==> src/rtl/ccss_control_fsm.sv <==
// ccss_control_fsm: multi-cycle control unit for the CCSS processor.
// Sequences fetch (with a memory-ready wait), decode and a variable-length
// execute phase. It reduces per-core zero flags over the active cores to
// resolve conditional jumps, and provides a start/done handshake.
//
// Ports:
//   clk                 - clock, rising edge
//   rst                 - asynchronous active-low reset
//   start               - begin execution (sampled in IDLE and DONE only)
//   instruction_opcode  - opcode from instruction memory, captured in FETCH2
//   mem_ready           - instruction memory read data valid
//   z                   - per-core zero flags
//   NoC                 - number of active cores
//   ctrlsig             - registered control word for the datapath
//   state               - current state code
//   busy                - high in FETCH1..EXEC
//   end_process         - high in DONE
module ccss_control_fsm #(
  parameter int unsigned OPC_W     = 6,
  parameter int unsigned CTRL_W    = 25,
  parameter int unsigned NOC_W     = 16,
  parameter int unsigned NUM_CORES = 4,
  parameter int unsigned MAX_STEPS = 4,
  parameter int unsigned END_OP    = 25,
  parameter int unsigned JMPZ_OP   = 12,
  parameter int unsigned JMPNZ_OP  = 13
) (
  input  logic                 clk,
  input  logic                 rst,
  input  logic                 start,
  input  logic [OPC_W-1:0]     instruction_opcode,
  input  logic                 mem_ready,
  input  logic [NUM_CORES-1:0] z,
  input  logic [NOC_W-1:0]     NoC,
  output logic [CTRL_W-1:0]    ctrlsig,
  output logic [2:0]           state,
  output logic                 busy,
  output logic                 end_process
);

  // Execute length is clamped to the 4-bit one-hot step field.
  localparam int unsigned MaxSteps = (MAX_STEPS < 1) ? 1 : ((MAX_STEPS > 4) ? 4 : MAX_STEPS);

  localparam logic [OPC_W-1:0] EndOp   = OPC_W'(END_OP);
  localparam logic [OPC_W-1:0] JmpzOp  = OPC_W'(JMPZ_OP);
  localparam logic [OPC_W-1:0] JmpnzOp = OPC_W'(JMPNZ_OP);
  localparam logic [NOC_W-1:0] NumCrs  = NOC_W'(NUM_CORES);

  typedef enum logic [2:0] {
    StIdle   = 3'd0,
    StFetch1 = 3'd1,
    StFetch2 = 3'd2,
    StDecode = 3'd3,
    StExec   = 3'd4,
    StDone   = 3'd5
  } state_e;

  state_e             r_state;
  logic [OPC_W-1:0]   r_opcode;
  logic [1:0]         r_step;
  logic [1:0]         r_last;
  logic               r_jump;
  logic [CTRL_W-1:0]  r_ctrl;
  logic               r_busy;
  logic               r_end;

  state_e             w_state_nxt;
  logic [OPC_W-1:0]   w_opcode_nxt;
  logic [1:0]         w_step_nxt;
  logic [1:0]         w_last_nxt;
  logic               w_jump_nxt;
  logic [CTRL_W-1:0]  w_ctrl_nxt;
  logic               w_busy_nxt;
  logic               w_end_nxt;

  logic [NOC_W-1:0]     w_active;
  logic [NUM_CORES-1:0] w_mask;
  logic                 w_zall;
  logic                 w_jump_flag;
  logic [2:0]           w_steps;
  logic [1:0]           w_last_calc;

  // Active-core mask: NoC clamped to [1, NUM_CORES].
  always_comb begin
    w_active = NoC;
    if (NoC == '0) begin
      w_active = NOC_W'(1);
    end else if (NoC > NumCrs) begin
      w_active = NumCrs;
    end
    w_mask = '0;
    for (int i = 0; i < int'(NUM_CORES); i++) begin
      w_mask[i] = (NOC_W'(i) < w_active);
    end
    // Inactive cores are forced to 1 so they do not affect the AND.
    w_zall = &(z | ~w_mask);
  end

  always_comb begin
    w_jump_flag = 1'b0;
    if (r_opcode == JmpzOp) begin
      w_jump_flag = w_zall;
    end else if (r_opcode == JmpnzOp) begin
      w_jump_flag = ~w_zall;
    end
  end

  // Last step index for the opcode held in the opcode register.
  always_comb begin
    w_steps = 3'(r_opcode[1:0]) + 3'd1;
    if (w_steps > 3'(MaxSteps)) begin
      w_steps = 3'(MaxSteps);
    end
    if ((r_opcode == JmpzOp) || (r_opcode == JmpnzOp)) begin
      w_steps = 3'd1;
    end
    w_last_calc = 2'(w_steps - 3'd1);
  end

  // Next-state logic.
  always_comb begin
    w_state_nxt  = r_state;
    w_opcode_nxt = r_opcode;
    w_step_nxt   = r_step;
    w_last_nxt   = r_last;
    w_jump_nxt   = r_jump;
    case (r_state)
      StIdle: begin
        if (start) w_state_nxt = StFetch1;
      end
      StFetch1: begin
        if (mem_ready) w_state_nxt = StFetch2;
      end
      StFetch2: begin
        w_opcode_nxt = instruction_opcode;
        w_state_nxt  = StDecode;
      end
      StDecode: begin
        w_jump_nxt = w_jump_flag;
        w_step_nxt = 2'd0;
        w_last_nxt = w_last_calc;
        if (r_opcode == EndOp) begin
          w_state_nxt = StDone;
        end else if (r_opcode == '0) begin
          w_state_nxt = StFetch1;
        end else begin
          w_state_nxt = StExec;
        end
      end
      StExec: begin
        if (r_step == r_last) begin
          w_state_nxt = StFetch1;
        end else begin
          w_step_nxt = r_step + 2'd1;
        end
      end
      StDone: begin
        if (start) w_state_nxt = StFetch1;
      end
      default: w_state_nxt = StIdle;
    endcase
  end

  // Outputs decoded from the next state and registered alongside it, so the
  // visible outputs are a pure function of the current registered state.
  always_comb begin
    w_ctrl_nxt = '0;
    w_busy_nxt = 1'b0;
    w_end_nxt  = 1'b0;
    case (w_state_nxt)
      StFetch1: begin
        w_ctrl_nxt[1] = 1'b1;
        w_busy_nxt    = 1'b1;
      end
      StFetch2: begin
        w_ctrl_nxt[0]  = 1'b1;
        w_ctrl_nxt[19] = 1'b1;
        w_busy_nxt     = 1'b1;
      end
      StDecode: begin
        w_ctrl_nxt[3] = 1'b1;
        w_busy_nxt    = 1'b1;
      end
      StExec: begin
        w_ctrl_nxt[2]    = w_jump_nxt && (w_step_nxt == 2'd0);
        w_ctrl_nxt[7:4]  = 4'b0001 << w_step_nxt;
        w_ctrl_nxt[13:8] = 6'(w_opcode_nxt);
        w_busy_nxt       = 1'b1;
      end
      StDone: begin
        w_end_nxt = 1'b1;
      end
      default: begin
        w_ctrl_nxt = '0;
      end
    endcase
  end

  always_ff @(posedge clk or negedge rst) begin
    if (!rst) begin
      r_state  <= StIdle;
      r_opcode <= '0;
      r_step   <= 2'd0;
      r_last   <= 2'd0;
      r_jump   <= 1'b0;
      r_ctrl   <= '0;
      r_busy   <= 1'b0;
      r_end    <= 1'b0;
    end else begin
      r_state  <= w_state_nxt;
      r_opcode <= w_opcode_nxt;
      r_step   <= w_step_nxt;
      r_last   <= w_last_nxt;
      r_jump   <= w_jump_nxt;
      r_ctrl   <= w_ctrl_nxt;
      r_busy   <= w_busy_nxt;
      r_end    <= w_end_nxt;
    end
  end

  assign ctrlsig     = r_ctrl;
  assign state       = r_state;
  assign busy        = r_busy;
  assign end_process = r_end;

endmodule

==> config.mk <==
export PLATFORM = sky130hd
export DESIGN_NAME = ccss_control_fsm
export DESIGN_NICKNAME = d
export VERILOG_FILES = /design/src/rtl/ccss_control_fsm.sv
export SDC_FILE = /design/constraint.sdc
export NUM_CORES = 1
export LEC_CHECK = 0
export CORE_MARGIN = 3
export CORE_UTILIZATION = 40
export CTS_BUF_LIST = sky130_fd_sc_hd__clkbuf_4
export DETAILED_ROUTE_END_ITERATION = 10
export GPL_ROUTABILITY_DRIVEN = 0
export PLACE_DENSITY = 0.77
export SYNTH_ARGS = -nofsm -noshare
export SYNTH_HDL_FRONTEND = slang
export SYNTH_SLANG_ARGS = --single-unit
export TNS_END_PERCENT = 20
==> constraint.sdc <==
create_clock -name clk -period 1.7 [get_ports clk]
set_input_delay 0.425 -clock clk [delete_from_list [all_inputs] [get_ports clk]]
set_output_delay 0.425 -clock clk [all_outputs]
set_load 0.005 [all_outputs]
== Yosys cells after proc, flatten, opt, wreduce, memory -nomap -nowiden ==
Cells that the tools add are included.
Storage, ports and cells
  register bits after elaboration: 31
  logic and storage cells: 67
  output and inout bits: 30
Cells by class
  eq/ne operators: 14
  multiplexer cells: 23
  reductions and logical operators: 9
  bitwise gates (word level): 3
  add/subtract/negate cells: 3
  order comparisons: 6
  shift-type cells: 1
Operators by type and width (count)
  $lt A1 B16 Y1 const A: 2
  $lt A2 B16 Y1 const A: 2
  $mux W16: 2
  $gt A16 B3 Y1 const B: 1
  $logic_not A16 Y1: 1
  $mux W3: 5
  $pmux W3 S5: 1
  $eq A3 B2 Y1 const B: 4
  $eq A3 B3 Y1 const B: 4
  $eq A6 B4 Y1 const B: 2
  $mux W10: 1
  $mux W1: 9
  $eq A3 B1 Y1 const B: 2
  $eq A6 B5 Y1 const B: 1
  $logic_not A6 Y1: 1
  $mux W2: 3
  $mux W6: 1
  $not A4 Y4: 1
  $or A4 B4 Y4: 1
  $pmux W2 S2: 1
  $reduce_and A4 Y1: 1
  $reduce_or A4 Y1: 1
  $shl A1 B2 Y4 const A: 1
  $add A2 B1 Y3 const B: 1
  10 further kinds: 10

== Logic depth before layout (Yosys ltp) ==
  depth after elaboration: 13
  depth in mapped cells: 6
  gate-level depth less buffers: 5

== Worst setup path before layout ==
OpenSTA, ideal clock, no wires.
  path type: reg2reg
  from: reg r_state[0], in the netlist state[0]
  to: reg r_ctrl[2], in the netlist ctrlsig[2]
  arrival: 1610 ps
  period minus slack after synthesis: 1697 ps
  setup time: 87 ps
  slack: 3 ps
  data required time: 1613 ps
  stages on the path, launching flop included: 7
  cells stage by stage: dfrtp_1 > buf_2 > or3b_1 > o21bai_4 > or2_4 > a2bb2oi_1 > a211oi_2
Between the ends
  longest elaborated chain between the ends: 5
Ends and longest elaborated chain
  from (decl): line 58  | state_e r_state;
  from (signal assigned): line 201  | r_state <= StIdle;
  from (signal assigned): line 210  | r_state <= w_state_nxt;
  $eq A3 B3 Y1 (tied with other cells): line 127  | case (r_state)
  $reduce_or A2 Y1 (no line) or $pmux W2 S2 (tied branches)
  $pmux W3 S5 or $logic_not A2 Y1 (tied branches): line 127, 185
  $eq A3 B3 Y1 or $logic_and A1 B1 Y1 (tied branches): line 170, 185
  $mux W1 *: line 170  | case (w_state_nxt)
  via w_ctrl_nxt[2]: line 72  | logic [CTRL_W-1:0] w_ctrl_nxt;
  to (signal assigned): line 215  | r_ctrl <= w_ctrl_nxt;
  to (decl): line 63  | logic [CTRL_W-1:0] r_ctrl;
Mark *: on every way through the listed nets, which the timed path passes. The rest lies on a longest branch.
A chain may end at the register's enable or synchronous reset.

== Worst setup path in the final report ==
Same ends and word-level chain as after synthesis.

==> impl_metrics.yaml <==
route:
  via_per_inst: 4.77
  ant_nets: 0
  wl_per_cell_um: 13.1
  vias: 1203
  first_pass_iters: 4
  routed_wl_um: 3290
  initialDrtViolationCount: 67
  drc: 0
place:
  dp_cells: 239
  dp_hpwl_um: 2510
  pre_cts_ws_ns: -0.271
  port-buffer-count: 49
yosys:
  yosys_warnings: 0
  synth_top_flop_cell: "dfrtp_1"
  yosys-top-cells-area: "dfrtp_1 52%, buf_4 5.7%, mux2_2 5.4%"
  postSynthCellCount: 130
  avgSynthCellArea_sq_um: 11.2
  synth_area_sq_um: 1450
  ys_ff_latch: 30
  yosysSeqAreaShare: 0.516
  synth_cell_type_count: 40
  synth_edf_count: 0
  synth-async-reset-ratio: 1.00
  yosys.area.top_type: "dfrtp_1"
  yosysTopAreaCellShare: 0.516
outcome:
  outcome: "complete, no violations"
setup_path:
  path_max_fanout: 4
  endpoint_kind: "flop"
  cpMaxStageDelayCell: "dfrtp_1"
  r2r_slack_ns: 0.003
  path_delay_family: "simple AND/OR/NAND/NOR gates"
  crit_path_max_incr_delay_ns: 0.38
  worstPathRequired_ns: 1.94
  r2r_cells: 6
  critPathKind: "reg2reg"
  cp.buffers_inverters: 1
  reg2reg_to: "ctrlsig[2]"
  crit_path_start_kind: "flop"
  arrival_ns: 1.94
  path_cells: "buf_4 > or3b_4 > o21bai_4 > or2_4 > a2bb2oi_2 > a211oi_2"
  timing.rr.start: "state[0]"
floorplanning:
  initial_core_util: 0.426
  chipWidth_um: 66.3
  die_height_um: 66.3
  boundaryPins: 60
  die-area_sq_um: 4390
  core_area_sq_um: 3420
  rows: 21
power_and_ir_drop:
  power_frac_seq: 0.359
  vdd_drop_max_mv: 0.754
  swShare: 0.345
  p_int_mw: 2.08
  power_frac_comb: 0.512
  p_per_area_nw_per_um2: 1440
  leakagePower_nw: 0.989
  clkPwrFrac: 0.129
  p_switching_mw: 1.09
cts:
  cts.clk_slew.worst_paths_ns: 0.09
  clock_latency_ns: 0.32
  cts_hold_buf: 0
  clock_tree.root_cell: "clkbuf_4"
  clk_path_buf_depth: 2
  cts_tree: "done"
  htree_levels: 2
  cts.sinks: 30
  cts_buffers: 5
cells_and_area:
  layout_common_cells: "46 x clkdlybuf4s50_1, 29 x dfrtp_1, 23 x buf_4"
  multi_input_area_sq_um: 659
  syn_to_final_growth_pct: 51.5
  nFillCells: 272
  final_common_cell: "clkdlybuf4s50_1"
  diodes: 0
  fin_nets: 236
  final_cell_count_no_fill: 252
  seqCellArea_sq_um: 752
  drive_gt1_frac: 0.272
timing:
  period_needed_ns: 1.70
  worst_slack_ns: 0.00253
  finClkSkew_ns: 0.00765
  rsz0062_at_grt: "yes"
  finalCritPeriodShare: 0.999
  hold_viol: 0
  max_freq_mhz: 589
  setup_viol_count_final: 0
  slew_viol_final: 0
grt:
  grt_pass1_wl_um: 5200
  grt_max_degree: 31
  antenna_found_initial: 0
  grtUsageTotal: 0.157
  grt_pass1_vias: 1178
  grt_overflow: 0
flow_run:
  drv_cap: 0
worst_hold_path:
  hold_class: "in2async"
synthesized netlist by cell type (2+ instances only):
cell,instances
xor2_2,2
nand3_1,4
nand2_1,14
inv_1,4
nor3_1,5
buf_4,11
nor4_1,5
nand3b_1,2
o21ai_0,4
nor2b_1,7
dfrtp_1,30
nor3b_1,2
mux2_2,7
nor2_1,7
cell type report:
type,instances,area share
Sequential cell,30,0.341
Inverter,5,0.00852
Multi-Input combinational cell,92,0.299
Timing Repair Buffer,72,0.301
Clock buffer,7,0.0239
Tap cell,46,0.0261
flip-flops by register name (all words and copies together) (netlist names):
register and cells:
busy 1, ctrlsig 14, end_process 1, r_jump 1, r_last 2, r_opcode 6
r_step 2, state 3
through the flow:
stage | utilization | total power [mW] | instance area, sq um | hold slack, ns | TNS [ns]
finish | 0.645 | 3.17 | 2200 | 0.491 | 0
floorplan | - | 1.93 | 1490 | 0.129 | 0
CTS | 0.630 | 3.13 | 2150 | 0.495 | 0
detailed placement | 0.608 | 2.68 | 2080 | 0.526 | -2.20
global placement | 0.608 | 2.62 | 2080 | 0.527 | -2.06
global route | 0.645 | 3.42 | 2200 | 0.501 | -0.484
worst max path at each step:
stage,from,slack (ns),cells after the start,endpoint
final,state[0],0.003,6,ctrlsig[2]
after global routing,NoC[14],-0.12,6,ctrlsig[2]
after CTS,state[0],0.002,6,ctrlsig[2]
after detailed placement,NoC[15],-0.27,6,ctrlsig[2]
after global placement,mem_ready,-0.24,7,end_process
after floorplan,state[0],0.003,6,ctrlsig[2]
metal layers:
metal	wire (um)	vias up	track usage
li1	-	583	-
met1	1270	584	0.174
met2	1810	33	0.285
met3	196	3	0.0595
met4	22	0	0.0305
met5	0	-	0
cells by family (layout without fill, tap and decap cells):
group	Yosys count	count (layout)	synth area share
mux	7	7	0.0542
other cells	1	10	0.00258
flops	30	30	0.516
buf+inv	17	84	0.0731
simple gates	57	57	0.226
compound gates	16	16	0.105
xor+xnor	2	2	0.0224
power by group through the flow:
stage	clock, mW	combinational (mW)	sequential (mW)
3_3_place_gp	0	1.47	1.15
4_1_cts	0.423	1.57	1.14
5_1_grt	0.466	1.78	1.17
6_report	0.410	1.62	1.14
3_5_place_dp	0	1.51	1.16
2_1_floorplan	0	0.768	1.17
timing repair:
item | 4_1_cts | 5_1_grt
pin swaps | 0 | 1
buffers inserted | 3 | 3
gates resized for setup | 4 | 5
endpoints found under the setup margin | 2 | 12
endpoints found under the hold margin | 0 | 0
No activity file was read; power rests on OpenSTA's default activity.
